===== config.mk =====
export PLATFORM = sky130hd
export DESIGN_NAME = intr_ctrl
export DESIGN_NICKNAME = d
export VERILOG_FILES = /design/src/rtl/intr_pkg.sv /design/src/rtl/intr_prio_enc.sv /design/src/rtl/intr_ctrl.sv
export SDC_FILE = /design/constraint.sdc
export NUM_CORES = 1
export LEC_CHECK = 0
export BUFFER_PORTS_ARGS = -buffer_cell sky130_fd_sc_hd__buf_4
export CAP_MARGIN = 20
export CORE_MARGIN = 5
export CORE_UTILIZATION = 37
export CTS_BUF_LIST = sky130_fd_sc_hd__clkbuf_4
export DETAILED_ROUTE_END_ITERATION = 8
export PLACE_DENSITY = 0.67
export SYNTH_ARGS = -nofsm -noshare
export SYNTH_HDL_FRONTEND = slang
export SYNTH_SLANG_ARGS = --single-unit

===== constraint.sdc =====
create_clock -name clk -period 1.8 [get_ports clk]
set_input_delay 0.09 -clock clk [delete_from_list [all_inputs] [get_ports clk]]
set_output_delay 0.09 -clock clk [all_outputs]
set_load 0.005 [all_outputs]

===== src/rtl/intr_pkg.sv =====
// ============================================================================
// Module   : intr_pkg
// Purpose  : Shared state type, cause constants and helpers for intr_ctrl.
// Revision : 1.0 - initial release
// ============================================================================
`default_nettype none

package intr_pkg;

    typedef enum logic [1:0] {
        IDLE    = 2'd0,
        REQ     = 2'd1,
        SERVICE = 2'd2
    } intr_state_e;

    localparam int CAUSE_NONE = 0;

    // Source index i is reported to the datapath as cause i+1; 0 means none.
    function automatic int idx_to_cause(input int idx);
        return idx + 1;
    endfunction

endpackage

`default_nettype wire


===== src/rtl/intr_prio_enc.sv =====
// ============================================================================
// Module   : intr_prio_enc
// Purpose  : Combinational fixed-priority encoder, lowest index wins.
// Revision : 1.0 - initial release
// ============================================================================
`default_nettype none

module intr_prio_enc
    import intr_pkg::*;
#(
    parameter int NUM_SRC = 4,
    parameter int CAUSE_W = 4
) (
    input  logic [NUM_SRC-1:0] req,
    output logic               any_valid,
    output logic [CAUSE_W-1:0] cause
);

    // Scan from the top down so the lowest set index is the last one written.
    always_comb begin
        any_valid = 1'b0;
        cause     = CAUSE_W'(CAUSE_NONE);
        for (int i = NUM_SRC - 1; i >= 0; i--) begin
            if (req[i]) begin
                any_valid = 1'b1;
                cause     = CAUSE_W'(idx_to_cause(i));
            end
        end
    end

endmodule

`default_nettype wire


===== src/rtl/intr_ctrl.sv =====
// ============================================================================
// Module   : intr_ctrl
// Purpose  : Parametrised interrupt controller: latch, mask, prioritise and
//            hand one request to the datapath with an ack/complete handshake.
//            Define INTR_SYNC_EN to add a 2-flop synchroniser on every source.
// Revision : 1.0 - initial release
// ============================================================================
`default_nettype none

module intr_ctrl
    import intr_pkg::*;
#(
    parameter int NUM_SRC = 4,
    parameter int CAUSE_W = 4
) (
    input  logic               clk,
    input  logic               rst,
    input  logic [NUM_SRC-1:0] src,
    input  logic [NUM_SRC-1:0] edge_mode,
    input  logic [NUM_SRC-1:0] src_en,
    input  logic               global_en,
    input  logic               irq_ack,
    input  logic               irq_complete,
    output logic               irq_valid,
    output logic [CAUSE_W-1:0] irq_cause,
    output logic [NUM_SRC-1:0] pending,
    output logic               in_service
);

    generate
        if ((NUM_SRC < 1) || (NUM_SRC > (2 ** CAUSE_W) - 1)) begin : g_bad_param
            $error("intr_ctrl: NUM_SRC must be 1..2**CAUSE_W-1");
        end
    endgenerate

    logic [NUM_SRC-1:0] w_src;
    logic [NUM_SRC-1:0] r_src_q;
    logic [NUM_SRC-1:0] w_rise;
    logic [NUM_SRC-1:0] r_pending;
    logic [NUM_SRC-1:0] w_pending_nxt;
    logic [NUM_SRC-1:0] w_eligible;
    logic               w_enc_valid;
    logic [CAUSE_W-1:0] w_enc_cause;
    logic               w_win_elig;
    logic               w_ack_take;
    intr_state_e        r_state;
    intr_state_e        w_state_nxt;
    logic [CAUSE_W-1:0] r_cause;
    logic [CAUSE_W-1:0] w_cause_nxt;

`ifdef INTR_SYNC_EN
    logic [NUM_SRC-1:0] r_sync1;
    logic [NUM_SRC-1:0] r_sync2;

    always_ff @(posedge clk or posedge rst) begin
        if (rst) begin
            r_sync1 <= '0;
            r_sync2 <= '0;
        end else begin
            r_sync1 <= src;
            r_sync2 <= r_sync1;
        end
    end

    assign w_src = r_sync2;
`else
    assign w_src = src;
`endif

    assign w_rise     = w_src & ~r_src_q;
    assign w_eligible = r_pending & src_en & {NUM_SRC{global_en}};
    assign w_ack_take = (r_state == REQ) && irq_ack;

    // Edge sources: a new rise beats the ack-clear of the same bit.
    always_comb begin
        w_pending_nxt = r_pending;
        for (int i = 0; i < NUM_SRC; i++) begin
            if (edge_mode[i]) begin
                if (w_rise[i]) begin
                    w_pending_nxt[i] = 1'b1;
                end else if (w_ack_take && (r_cause == CAUSE_W'(idx_to_cause(i)))) begin
                    w_pending_nxt[i] = 1'b0;
                end
            end else begin
                w_pending_nxt[i] = w_src[i];
            end
        end
    end

    always_comb begin
        w_win_elig = 1'b0;
        for (int i = 0; i < NUM_SRC; i++) begin
            if (r_cause == CAUSE_W'(idx_to_cause(i))) begin
                w_win_elig = w_eligible[i];
            end
        end
    end

    intr_prio_enc #(
        .NUM_SRC (NUM_SRC),
        .CAUSE_W (CAUSE_W)
    ) u_prio_enc (
        .req       (w_eligible),
        .any_valid (w_enc_valid),
        .cause     (w_enc_cause)
    );

    always_comb begin
        w_state_nxt = r_state;
        w_cause_nxt = r_cause;
        case (r_state)
            IDLE: begin
                if (w_enc_valid) begin
                    w_state_nxt = REQ;
                    w_cause_nxt = w_enc_cause;
                end
            end
            REQ: begin
                // Ack takes priority over withdrawal; cause is frozen otherwise.
                if (irq_ack) begin
                    w_state_nxt = SERVICE;
                    w_cause_nxt = CAUSE_W'(CAUSE_NONE);
                end else if (!global_en || !w_win_elig) begin
                    w_state_nxt = IDLE;
                    w_cause_nxt = CAUSE_W'(CAUSE_NONE);
                end
            end
            SERVICE: begin
                if (irq_complete) begin
                    w_state_nxt = IDLE;
                end
            end
            default: begin
                w_state_nxt = IDLE;
                w_cause_nxt = CAUSE_W'(CAUSE_NONE);
            end
        endcase
    end

    always_ff @(posedge clk or posedge rst) begin
        if (rst) begin
            r_src_q   <= '0;
            r_pending <= '0;
            r_state   <= IDLE;
            r_cause   <= CAUSE_W'(CAUSE_NONE);
        end else begin
            r_src_q   <= w_src;
            r_pending <= w_pending_nxt;
            r_state   <= w_state_nxt;
            r_cause   <= w_cause_nxt;
        end
    end

    assign irq_valid  = (r_state == REQ);
    assign in_service = (r_state == SERVICE);
    assign irq_cause  = r_cause;
    assign pending    = r_pending;

endmodule

`default_nettype wire

After elaboration in Yosys (flattened, before gate mapping)
Cells that the tools add are included.
{"block": "totals", "regBits": 14, "latchBits": 0, "ramBits": 0, "romBits": 0, "in_bits": 17, "out_inout_bits": 10, "n_memories": 0}
{"block": "classes", "add_sub_neg": 0, "multipliers": 0, "div_mod_pow": 0, "order_cmp": 0, "eq_ne": 13, "shift": 0, "n_mux": 33, "n_bitwise": 5, "n_reduce_logical": 11}
{"cell": "2-to-1 mux 1 bit", "count": 20}
{"cell": "bitwise AND 4 bit", "count": 3}
{"cell": "2-to-1 mux 3 bit", "count": 4}
{"cell": "2-to-1 mux 4 bit", "count": 3}
{"cell": "!= test 3 x 1 -> 1 bit (second input constant)", "count": 4}
{"cell": "one-hot mux 4 bit (3 select lines)", "count": 1}
{"cell": "== test 4 x 2 -> 1 bit (second input constant)", "count": 2}
{"cell": "2-to-1 mux 2 bit", "count": 4}
{"cell": "one-hot mux 2 bit (3 select lines)", "count": 1}
{"cell": "AND reduction 3 bit", "count": 2}
{"cell": "logical AND 1 bit", "count": 5}
{"cell": "== test 4 x 1 -> 1 bit (second input constant)", "count": 1}
{"cell": "== test 4 x 3 -> 1 bit (second input constant)", "count": 1}
{"cell": "NOT 4 bit", "count": 1}
{"cell": "!= test 3 x 2 -> 1 bit (second input constant)", "count": 1}
{"cell": "== test 2 x 1 -> 1 bit (second input constant)", "count": 1}
{"cell": "== test 2 bit (second input constant)", "count": 1}
{"cell": "logical NOT 1 bit", "count": 2}
{"cell": "logical NOT 2 bit", "count": 1}
{"cell": "!= test 2 x 1 -> 1 bit (second input constant)", "count": 1}
{"cell": "!= test 2 bit (second input constant)", "count": 1}
{"cell": "logical OR 1 bit", "count": 1}
{"cell": "NOT 1 bit", "count": 1}

Longest topological paths before layout
Gate-level depths: netlist of run 1.
{"block": "depth", "depth_word": 11, "ltp_mapped": 5, "mapped_depth_nobuf": 4}

Hierarchy
A second synthesis of run 1 with hierarchy kept.
{"block": "unflattened", "hier_cells": 74, "area_unflattened_um2": 744.5}
{"module": "intr_ctrl", "instances": 1, "cells_each": 65, "area_each_um2": 690.7}
{"module": "intr_prio_enc", "instances": 1, "cells_each": 9, "area_each_um2": 53.8}

Worst setup path after synthesis of run 1
Ideal clock, no wire load.
{"block": "synth_timing", "path_type": "register -> register", "from": "register r_cause[1] (netlist: irq_cause[1])", "to": "register r_state[0]", "setup_time_ns": 0.136, "arrival_time_ns": 1.283, "slack_ns": 0.381, "stages_incl_launch_ff": 5, "path_cell_list": "dfrtp_1 or3b_2 a21o_1 o211ai_2 o31ai_1"}
{"block": "synth_via", "elab_chain_len": 9}
{"element": "from (decl)", "line_no": "intr_ctrl.sv:48", "source": "logic [CAUSE_W-1:0] r_cause;"}
{"element": "from (signal assigned)", "line_no": "intr_ctrl.sv:145", "source": "r_cause <= CAUSE_W'(CAUSE_NONE);"}
{"element": "from (signal assigned)", "line_no": "intr_ctrl.sv:150", "source": "r_cause <= w_cause_nxt;"}
{"element": "== test 4 x 1 -> 1 bit", "line_no": "intr_ctrl.sv:93", "source": "if (r_cause == CAUSE_W'(idx_to_cause(i))) begin"}
{"element": "2-to-1 mux 1 bit (3 in a row)", "line_no": "intr_ctrl.sv:93"}
{"element": "2-to-1 mux 1 bit (*)", "line_no": "intr_ctrl.sv:93"}
{"element": "logical NOT 1 bit (*)", "line_no": "intr_ctrl.sv:123", "source": "end else if (!global_en || !w_win_elig) begin"}
{"element": "logical OR 1 bit (*)", "line_no": "intr_ctrl.sv:123"}
{"element": "!= test 3 x 2 -> 1 bit (no source line) (*)"}
{"element": "AND reduction 3 bit (no source line) (*)"}
{"element": "to (signal assigned)", "line_no": "intr_ctrl.sv:149", "source": "r_state <= w_state_nxt;"}
{"element": "to (decl)", "line_no": "intr_ctrl.sv:46", "source": "intr_state_e r_state;"}
Every way passes the cells marked *; elsewhere a longest branch is shown, timed or not.
A chain may end at the register's enable or synchronous reset.

Final worst setup path of run 1
{"block": "layout_timing", "from": "register r_cause[0] (netlist: irq_cause[0])", "to": "register r_cause[0] (netlist: irq_cause[0])"}
{"block": "layout_via", "elab_chain_len": 9}
{"element": "== test 4 x 1 -> 1 bit", "line_no": "intr_ctrl.sv:93"}
{"element": "2-to-1 mux 1 bit (3 in a row)", "line_no": "intr_ctrl.sv:93"}
{"element": "2-to-1 mux 1 bit (*)", "line_no": "intr_ctrl.sv:93"}
{"element": "logical NOT 1 bit (*)", "line_no": "intr_ctrl.sv:123"}
{"element": "logical OR 1 bit (*)", "line_no": "intr_ctrl.sv:123"}
{"element": "!= test 3 x 2 -> 1 bit (no source line) (*)"}
{"element": "AND reduction 3 bit (no source line) (*)"}
Marks and branches as above.

==> impl_metrics.env, run 1 <==
export IMPL_yosys_warnings=0
export IMPL_ys_types=27
export IMPL_ys_ff_latch=13
export IMPL_ys_seq_area_share_pct=47.45
export IMPL_grt_pass1_wl_um=2877
export IMPL_status="finished clean"
export IMPL_gp_congestion=0.8078
export IMPL_clkPwrFrac_pct=19.6
export IMPL_swShare_pct=34.92
export IMPL_power_frac_comb_pct=37.4
export IMPL_drc=0
export IMPL_min_to="pending[3]"
export IMPL_p_sw_mw=0.3451
export IMPL_postSynthCellCount=68
export IMPL_hold_start="edge_mode[3]"
export IMPL_detailedPlacementHpwl_um=1323
export IMPL_synth_main_ff_cell="dfrtp_1"
export IMPL_report_final_slew_viol_count=0
export IMPL_synth_area_sq_um=685.7
export IMPL_nFillCells=162
export IMPL_die_area_sq_um=2814
export IMPL_cts_buffers_inserted=3
export IMPL_synth_fp_nets=85
export IMPL_synthTopCellsByArea="dfrtp_1 47%, a32o_1 5.8%, nand3b_1 5.5%"
export IMPL_clock_root_buffer="clkbuf_4"
export IMPL_holdPathStages=3
export IMPL_max_clock_path_buffers=2
export IMPL_nets=118
export IMPL_synth_area_per_cell_sq_um=10.08
export IMPL_yosysTopAreaCell="dfrtp_1"
export IMPL_critPathArrivalTime_ns=1.66
export IMPL_synth_edff_count=0
export IMPL_rsz0062_at_grt="no"
export IMPL_postCtsSetupBuffers=0
export IMPL_power_mw=0.9881
export IMPL_finalSetupTns_ns=0
export IMPL_fin_crit_ns=1.518
export IMPL_avgViaCountPerCell=5.280
export IMPL_diodes=0
export IMPL_hold_path_class="input port to flip-flop"
export IMPL_ir_drop_mv=0.6806
export IMPL_drt_iter0_markers=28
export IMPL_crit_path_end_kind="flip-flop"
export IMPL_fin_crit_sh_pct=84.34
export IMPL_die_width_um=53.05
export IMPL_r2r_end="irq_cause[0]"
export IMPL_clock_sinks=13
export IMPL_grt_overflow_total=0
export IMPL_ios=27
export IMPL_grt_max_degree=14
export IMPL_grt_pass1_vias=632
export IMPL_postRouteAntennaNets=0
export IMPL_async_flop_share_pct=100.0
export IMPL_rr_worst_depth=4
export IMPL_powerDensity_nw_per_um2=1019
export IMPL_synth_top_cell_area_share_pct=47.45
export IMPL_fmax_mhz=658.7
export IMPL_core_area_sq_um=1745
export IMPL_dr_total_vias=660
export IMPL_initial_utilization_pct=39.28
export IMPL_seq_power_share_pct=43.0
export IMPL_p_int_mw=0.6431
export IMPL_cts_tree="done"
export IMPL_synth_most_common_cell="dfrtp_1"
export IMPL_rows=15
export IMPL_leakagePower_nw=0.4257
export IMPL_clock_latency_ns=0.28
export IMPL_ff2ff_setup_slack_ns=0.28
export IMPL_dr_pass1_iters=4
export IMPL_die_h_um=53.05
export IMPL_antenna_found_initial=0
export IMPL_hold_viol=0
export IMPL_track_usage_pct=13.98
export IMPL_cp_data_required_time_ns=1.95
export IMPL_timing_rr_start="irq_cause[0]"
export IMPL_layout_drive_gt1_share_pct=33.00
export IMPL_crit_path_start_kind="flip-flop"
export IMPL_fin_ws_ns=0.2819
export IMPL_cp_max_fo=9
export IMPL_synth_common_cells="13 x dfrtp_1, 7 x a21oi_1, 7 x nand2_1"
export IMPL_pre_cts_slack_ns=0.2910
export IMPL_critical_path_class="flip-flop to flip-flop"
export IMPL_wire_per_inst_um=13.89
export IMPL_port_buffers=25
export IMPL_setup_viol=0
export IMPL_syn_to_final_growth_pct=41.42
export IMPL_fin_skew_ns=0.005023
export IMPL_clk_pin_slew_ns=0.08
export IMPL_routed_wl_um=1736
export IMPL_ctsHtreeMaxLevel=1
export IMPL_maxCapViolations=0
## power by group through the flow
| stage | sequential [mW] | combinational (mW) | clock [mW] |
|---|---|---|---|
| 2_1_floorplan | 0.410 | 0.229 | 0 |
| 3_3_place_gp | 0.428 | 0.358 | 0 |
| 3_5_place_dp | 0.427 | 0.364 | 0 |
| 4_1_cts | 0.422 | 0.372 | 0.201 |
| 5_1_grt | 0.436 | 0.410 | 0.227 |
| 6_report | 0.424 | 0.370 | 0.194 |
## worst max-delay path by stage
stage          slack, ns  cells past startpoint    startpoint      endpoint
6_report            0.28                      4  irq_cause[0]  irq_cause[0]
5_1_grt             0.17                      4  irq_cause[0]  irq_cause[0]
4_1_cts             0.29                      4  irq_cause[0]  irq_cause[0]
3_5_place_dp        0.29                      4  irq_cause[0]    r_state[0]
3_3_place_gp        0.31                      4  irq_cause[0]  irq_cause[0]
2_1_floorplan       0.38                      4  irq_cause[1]    r_state[0]
## repair_timing
action                                  in CTS  in global routing
hold buffers                                 5                  0
endpoints found under the setup margin       0                  0
endpoints found under the hold margin       17                  0
resized for setup                            0                  0
## layout by cell type (no fill, tap or decap), types with 2 or more instances in the layout
master | synthesis | layout
nor2b_1 | 2 | 2
a21oi_1 | 7 | 7
nand3b_1 | 5 | 5
o31ai_1 | 2 | 2
a32o_1 | 4 | 4
nand3_1 | 2 | 2
dlygate4sd3_1 | 0 | 5
nor3b_1 | 2 | 2
buf_4 | 2 | 25
nor2_1 | 5 | 5
nand2_1 | 7 | 7
inv_1 | 2 | 2
dfrtp_1 | 13 | 13
clkbuf_4 | 0 | 4
## state kept, by name, indices dropped and copies added, names as in the netlist
register	cells
pending	4
r_src_q	4
irq_cause	3
r_state	2
## through the flow
step | cell area (sq um) | utilization, % | std cells | hold slack, ns
3_5_place_dp | 889.6 | 50.97 | 116 | 0.1603
3_3_place_gp | 889.6 | 50.97 | 116 | 0.1473
2_1_floorplan | 685.7 | - | 68 | -0.03304
5_1_grt | 969.7 | 55.56 | 125 | 0.06349
4_1_cts | 969.7 | 55.56 | 125 | 0.06536
6_report | 969.7 | 55.56 | 125 | 0.06289
## cell families (layout without fill, tap and decap cells)
logic type,count (synthesis),count (layout),synth area share (%)
DFF,13,13,47.44
AOI/OAI and AO/OA,23,23,27.01
and+or+nand+nor,27,27,21.72
buffers and inverters,4,36,3.284
other,1,1,0.5469
## worst max-delay path, cell delays in order (launching register included)
cell and delay, ns:
dfrtp_1 0.48, or3b_2 0.51, a21o_1 0.18, o211ai_2 0.11, a21oi_1 0.12
## routing by layer
layer | routed length [um] | track usage [%]
met5 | 0 | 0
met1 | 756 | 18.48
met4 | 9 | 2.553
met2 | 775 | 21.28
met3 | 194 | 5.915
## layout make-up
class                           instances  area, sq um  area share [%]
Tap cell                               25        31.28           3.226
Sequential cell                        13        325.3           33.55
Inverter                                2        7.507          0.7742
Clock buffer                            4        30.03           3.097
Timing Repair Buffer                   30        237.7           24.52
Multi-Input combinational cell         51        337.8           34.84
No activity file was read; power rests on OpenSTA's default activity.
==> run 2: changes to the inputs <==
PLACE_DENSITY = 0.69   (was 0.67)
clock period = 1.2 ns   (was 1.8 ns; I/O delays follow)
==> impl_metrics.env, run 2 (synthesis gave the netlist of run 1 again) <==
export IMPL_violations="negative setup slack"
export IMPL_wire_per_inst_um=14.37
export IMPL_fin_crit_sh_pct=116.2
export IMPL_syn_to_final_growth_pct=68.98
export IMPL_leakagePower_nw=0.5233
export IMPL_ctsHtreeMaxLevel=1
export IMPL_critical_path_class="flip-flop to flip-flop"
export IMPL_fmax_mhz=716.9
export IMPL_grt_pass1_vias=728
export IMPL_clock_latency_ns=0.28
export IMPL_die_width_um=53.05
export IMPL_grt_overflow_total=0
export IMPL_fin_crit_ns=1.395
export IMPL_layout_common_cells="40 x buf_4, 12 x dfrtp_1, 7 x nand2_1"
export IMPL_drc=0
export IMPL_rows=15
export IMPL_fin_ws_ns=-0.1949
export IMPL_gp_congestion=0.8072
export IMPL_routedLengthMet1_um=866
export IMPL_clock_root_buffer="clkbuf_4"
export IMPL_dr_pass1_iters=4
export IMPL_routed_wl_um=2040
export IMPL_drt_iter0_markers=33
export IMPL_antenna_found_initial=0
export IMPL_placed_area_sq_um=1018
export IMPL_dr_total_vias=747
export IMPL_port_buffers=25
export IMPL_crit_path_start_kind="flip-flop"
export IMPL_ir_drop_mv=0.7501
export IMPL_setup_viol=8
export IMPL_timing_rr_start="irq_cause[2]"
export IMPL_hold_slack_ns=0.04029
export IMPL_cp_max_fo=5
export IMPL_rr_worst_depth=4
export IMPL_route_met2_wl_um=932
export IMPL_initial_utilization_pct=39.28
export IMPL_cts_tree="done"
export IMPL_ios=27
export IMPL_critPathArrivalTime_ns=1.55
export IMPL_status="complete, but fails checks"
export IMPL_r2r_end="r_state[0]"
export IMPL_layout_drive_gt1_share_pct=51.28
export IMPL_grt_max_degree=14
export IMPL_hold_path_class="input port to flip-flop"
export IMPL_ff2ff_setup_slack_ns=-0.19
export IMPL_clk_pin_slew_ns=0.09
export IMPL_cp_endpoint="r_state[0]"
export IMPL_grt_pass1_wl_um=3312
export IMPL_worstMarginPinSlew_ns=0.5181
export IMPL_die_h_um=53.05
export IMPL_cp_data_required_time_ns=1.36
export IMPL_detailedPlacementHpwl_um=1545
export IMPL_report_final_slew_viol_count=0
export IMPL_postRouteAntennaNets=0
export IMPL_top_layer_used="met4"
export IMPL_fin_area_sq_um=1159
export IMPL_met3_length_um=188
export IMPL_track_usage_pct=16.45
export IMPL_hold_viol=0
export IMPL_crit_path_end_kind="flip-flop"
export IMPL_max_clock_path_buffers=2
export IMPL_fin_skew_ns=0.01178
export IMPL_powerDensity_nw_per_um2=1565
export IMPL_maxCapViolations=0
export IMPL_diodes=0
export IMPL_final_common_cell="buf_4"
export IMPL_power_mw=1.813
export IMPL_rsz0062_at_grt="yes"
export IMPL_die_area_sq_um=2814
export IMPL_clock_sinks=13
export IMPL_crit_start="irq_cause[2]"
export IMPL_slew_headroom_pct=65.42
export IMPL_core_area_sq_um=1745
export IMPL_nets=135
export IMPL_avgViaCountPerCell=5.261
export IMPL_pre_cts_slack_ns=-0.1734
export IMPL_cts_buffers_inserted=3
==> run 2: changes by cell type in the layout (fill, tap and decap cells not counted), sizes merged <==
cell,change
buf,+17
==> run 2: timing repair <==
action,in CTS,in global routing
setup buffers,2,3
pin swaps,12,5
hold buffers,5,0
resized for setup,6,5
hold endpoints to repair,17,0
setup endpoints to repair,9,10
==> run 2: per-layer routing <==
layer | global-route usage (%) | vias to the layer above
met5 | 0 | -
met4 | 8.936 | 0
met3 | 3.944 | 7
met2 | 26.03 | 41
met1 | 20.38 | 347
li1 | - | 352
==> run 2: through the flow <==
stage,std cells,TNS [ns],util (%)
floorplan,68,-0.5577,-
global placement,131,-0.7441,58.35
detailed placement,131,-0.8016,58.35
CTS,141,-1.016,65.02
global route,142,-1.558,66.38
finish,142,-1.013,66.38
==> run 2: worst min path at each step <==
stage | slack [ns] | cells after the start | from | endpoint
final | 0.04 | 2 | edge_mode[0] | pending[0]
after global routing | 0.04 | 2 | edge_mode[0] | pending[0]
after CTS | 0.03 | 3 | edge_mode[3] | pending[3]
after detailed placement | 0.13 | 2 | rst | r_src_q[2]
after global placement | 0.12 | 2 | rst | r_src_q[2]
after floorplan | -0.06 | 1 | rst | irq_cause[1]
==> run 2: area by class of cell <==
| cell class | instances | area (sq um) |
|---|---|---|
| Inverter | 2 | 7.507 |
| Clock buffer | 4 | 30.03 |
| Sequential cell | 13 | 326.6 |
| Multi-Input combinational cell | 51 | 390.4 |
| Tap cell | 25 | 31.28 |
| Timing Repair Buffer | 47 | 372.9 |
| Fill cell | 152 | 586.8 |
==> run 2: critical path, cell delays in order (launching register included) <==
cell	delay [ns]
dfrtp_1	0.41
or3b_4	0.42
a21o_1	0.20
o211ai_4	0.13
o31ai_1	0.12
==> run 2: report_power, final <==
group / internal [mW] / switching, mW / total [mW]
combinational: 0.510 / 0.426 / 0.936
clock: 0.151 / 0.149 / 0.301
sequential: 0.515 / 0.0615 / 0.576
total: 1.18 / 0.637 / 1.81
==> run 3: changes to the inputs <==
PLACE_DENSITY = 0.66   (was 0.69)
==> impl_metrics.env, run 3 (synthesis gave the netlist of run 1 again) <==
export IMPL_status="complete, but fails checks"
export IMPL_violations="negative setup slack"
export IMPL_die_area_sq_um=2814
export IMPL_fmax_mhz=724.0
export IMPL_worstMarginPinSlew_ns=0.5022
export IMPL_postRouteAntennaNets=0
export IMPL_critical_path_class="flip-flop to flip-flop"
export IMPL_ff_latch_area_sq_um=326.6
export IMPL_ir_drop_mv=0.9519
export IMPL_layout_common_cells="38 x buf_4, 12 x dfrtp_1, 7 x nand2_1"
export IMPL_hold_viol=0
export IMPL_nets=133
export IMPL_detailedPlacementHpwl_um=1483
export IMPL_layout_drive_gt1_share_pct=49.57
export IMPL_p_sw_mw=0.6171
export IMPL_report_final_slew_viol_count=0
export IMPL_cp_max_fo=4
export IMPL_grt_pass1_vias=750
export IMPL_dr_pass1_iters=4
export IMPL_drt_iter0_markers=17
export IMPL_die_width_um=53.05
export IMPL_max_clock_path_buffers=2
export IMPL_clock_sinks=13
export IMPL_setup_viol=10
export IMPL_ios=27
export IMPL_clkPwrFrac_pct=16.7
export IMPL_grt_max_degree=14
export IMPL_p_int_mw=1.158
export IMPL_critPathArrivalTime_ns=1.58
export IMPL_rows=15
export IMPL_rsz0062_at_grt="yes"
export IMPL_routed_wl_um=1978
export IMPL_syn_to_final_growth_pct=66.24
export IMPL_antenna_found_initial=0
export IMPL_crit_path_start_kind="flip-flop"
export IMPL_swShare_pct=34.77
export IMPL_clock_root_buffer="clkbuf_4"
export IMPL_diodes=0
export IMPL_cts_tree="done"
export IMPL_gp_congestion=0.8784
export IMPL_fin_skew_ns=0.007352
export IMPL_leakagePower_nw=0.5129
export IMPL_fin_crit_sh_pct=115.1
export IMPL_clk_pin_slew_ns=0.08
export IMPL_power_frac_comb_pct=51.3
export IMPL_nFillCells=163
export IMPL_hold_path_class="input port to flip-flop"
export IMPL_port_buffers=25
export IMPL_wire_per_inst_um=14.13
export IMPL_dr_total_vias=720
export IMPL_slew_headroom_pct=66.48
export IMPL_final_common_cell="buf_4"
export IMPL_fin_ws_ns=-0.1811
export IMPL_track_usage_pct=16.54
export IMPL_maxCapViolations=0
export IMPL_grt_pass1_wl_um=3312
export IMPL_initial_utilization_pct=39.28
export IMPL_power_mw=1.775
export IMPL_avgViaCountPerCell=5.143
export IMPL_ctsHtreeMaxLevel=1
export IMPL_fin_cells=140
export IMPL_crit_path_end_kind="flip-flop"
export IMPL_multiInputGateArea_sq_um=386.6
export IMPL_core_area_sq_um=1745
export IMPL_drc=0
export IMPL_seq_power_share_pct=32.0
export IMPL_dp_cells=129
export IMPL_die_h_um=53.05
export IMPL_fin_crit_ns=1.381
export IMPL_clock_latency_ns=0.28
export IMPL_cp_data_required_time_ns=1.40
export IMPL_grt_overflow_total=0
export IMPL_cts_buffers_inserted=3
export IMPL_finalSetupTns_ns=-1.322
export IMPL_powerDensity_nw_per_um2=1557
export IMPL_ff2ff_setup_slack_ns=-0.18
-- run 3: layout make-up --
class | instances | area share, %
Clock buffer | 4 | 2.634
Inverter | 2 | 0.6586
Multi-Input combinational cell | 51 | 33.92
Sequential cell | 13 | 28.65
Tap cell | 25 | 2.744
Timing Repair Buffer | 45 | 31.39
-- run 3: timing repair --
| action | CTS | global route |
|---|---|---|
| hold buffers | 5 | 0 |
| pin swaps | 11 | 7 |
| hold endpoints to repair | 18 | 0 |
| gates resized for setup | 3 | 6 |
| setup buffers | 1 | 3 |
| setup endpoints to repair | 9 | 12 |
-- run 3: metal layers --
metal	GRT usage (%)	vias up	wire length, um
met5	0	-	0
met1	20.28	340	913
met2	26.65	28	868
li1	-	347	-
met3	5.634	5	159
met4	5.957	0	36
-- run 3: critical path, stage by stage (launching register included) --
cell and delay [ns]:
dfrtp_1 0.41, a311o_1 0.40, a211oi_4 0.25, a311oi_1 0.08
a21oi_1 0.16
-- run 3: through the flow --
step	cell area (sq um)	utilization (%)	setup slack (ns)	hold WS, ns
2_1_floorplan	701.9	-	-0.1269	-0.06311
3_3_place_gp	1003	57.49	-0.1450	0.1291
3_5_place_dp	1003	57.49	-0.1572	0.1338
4_1_cts	1102	63.15	-0.1772	0.02225
5_1_grt	1140	65.30	-0.2643	0.02617
6_report	1140	65.30	-0.1811	0.03455
-- run 3: worst paths after layout --
path | start | to | cells past startpoint
worst max-delay path | r_state[0] | irq_cause[0] | 4
worst min-delay path | edge_mode[3] | pending[3] | 3
worst max register to register | r_state[0] | irq_cause[0] | 4
worst min register to register | r_src_q[3] | pending[3] | 3
max in group asynchronous | rst | irq_cause[0] | 3
min in group asynchronous | rst | irq_cause[1] | 3
-- run 3: power groups by stage --
stage	Clock (mW)	Sequential [mW]	Combinational, mW
after floorplan	0	0.619	0.358
after global placement	0	0.572	0.789
after detailed placement	0	0.576	0.796
after CTS	0.305	0.567	0.854
after global routing	0.340	0.580	0.989
final	0.296	0.569	0.910
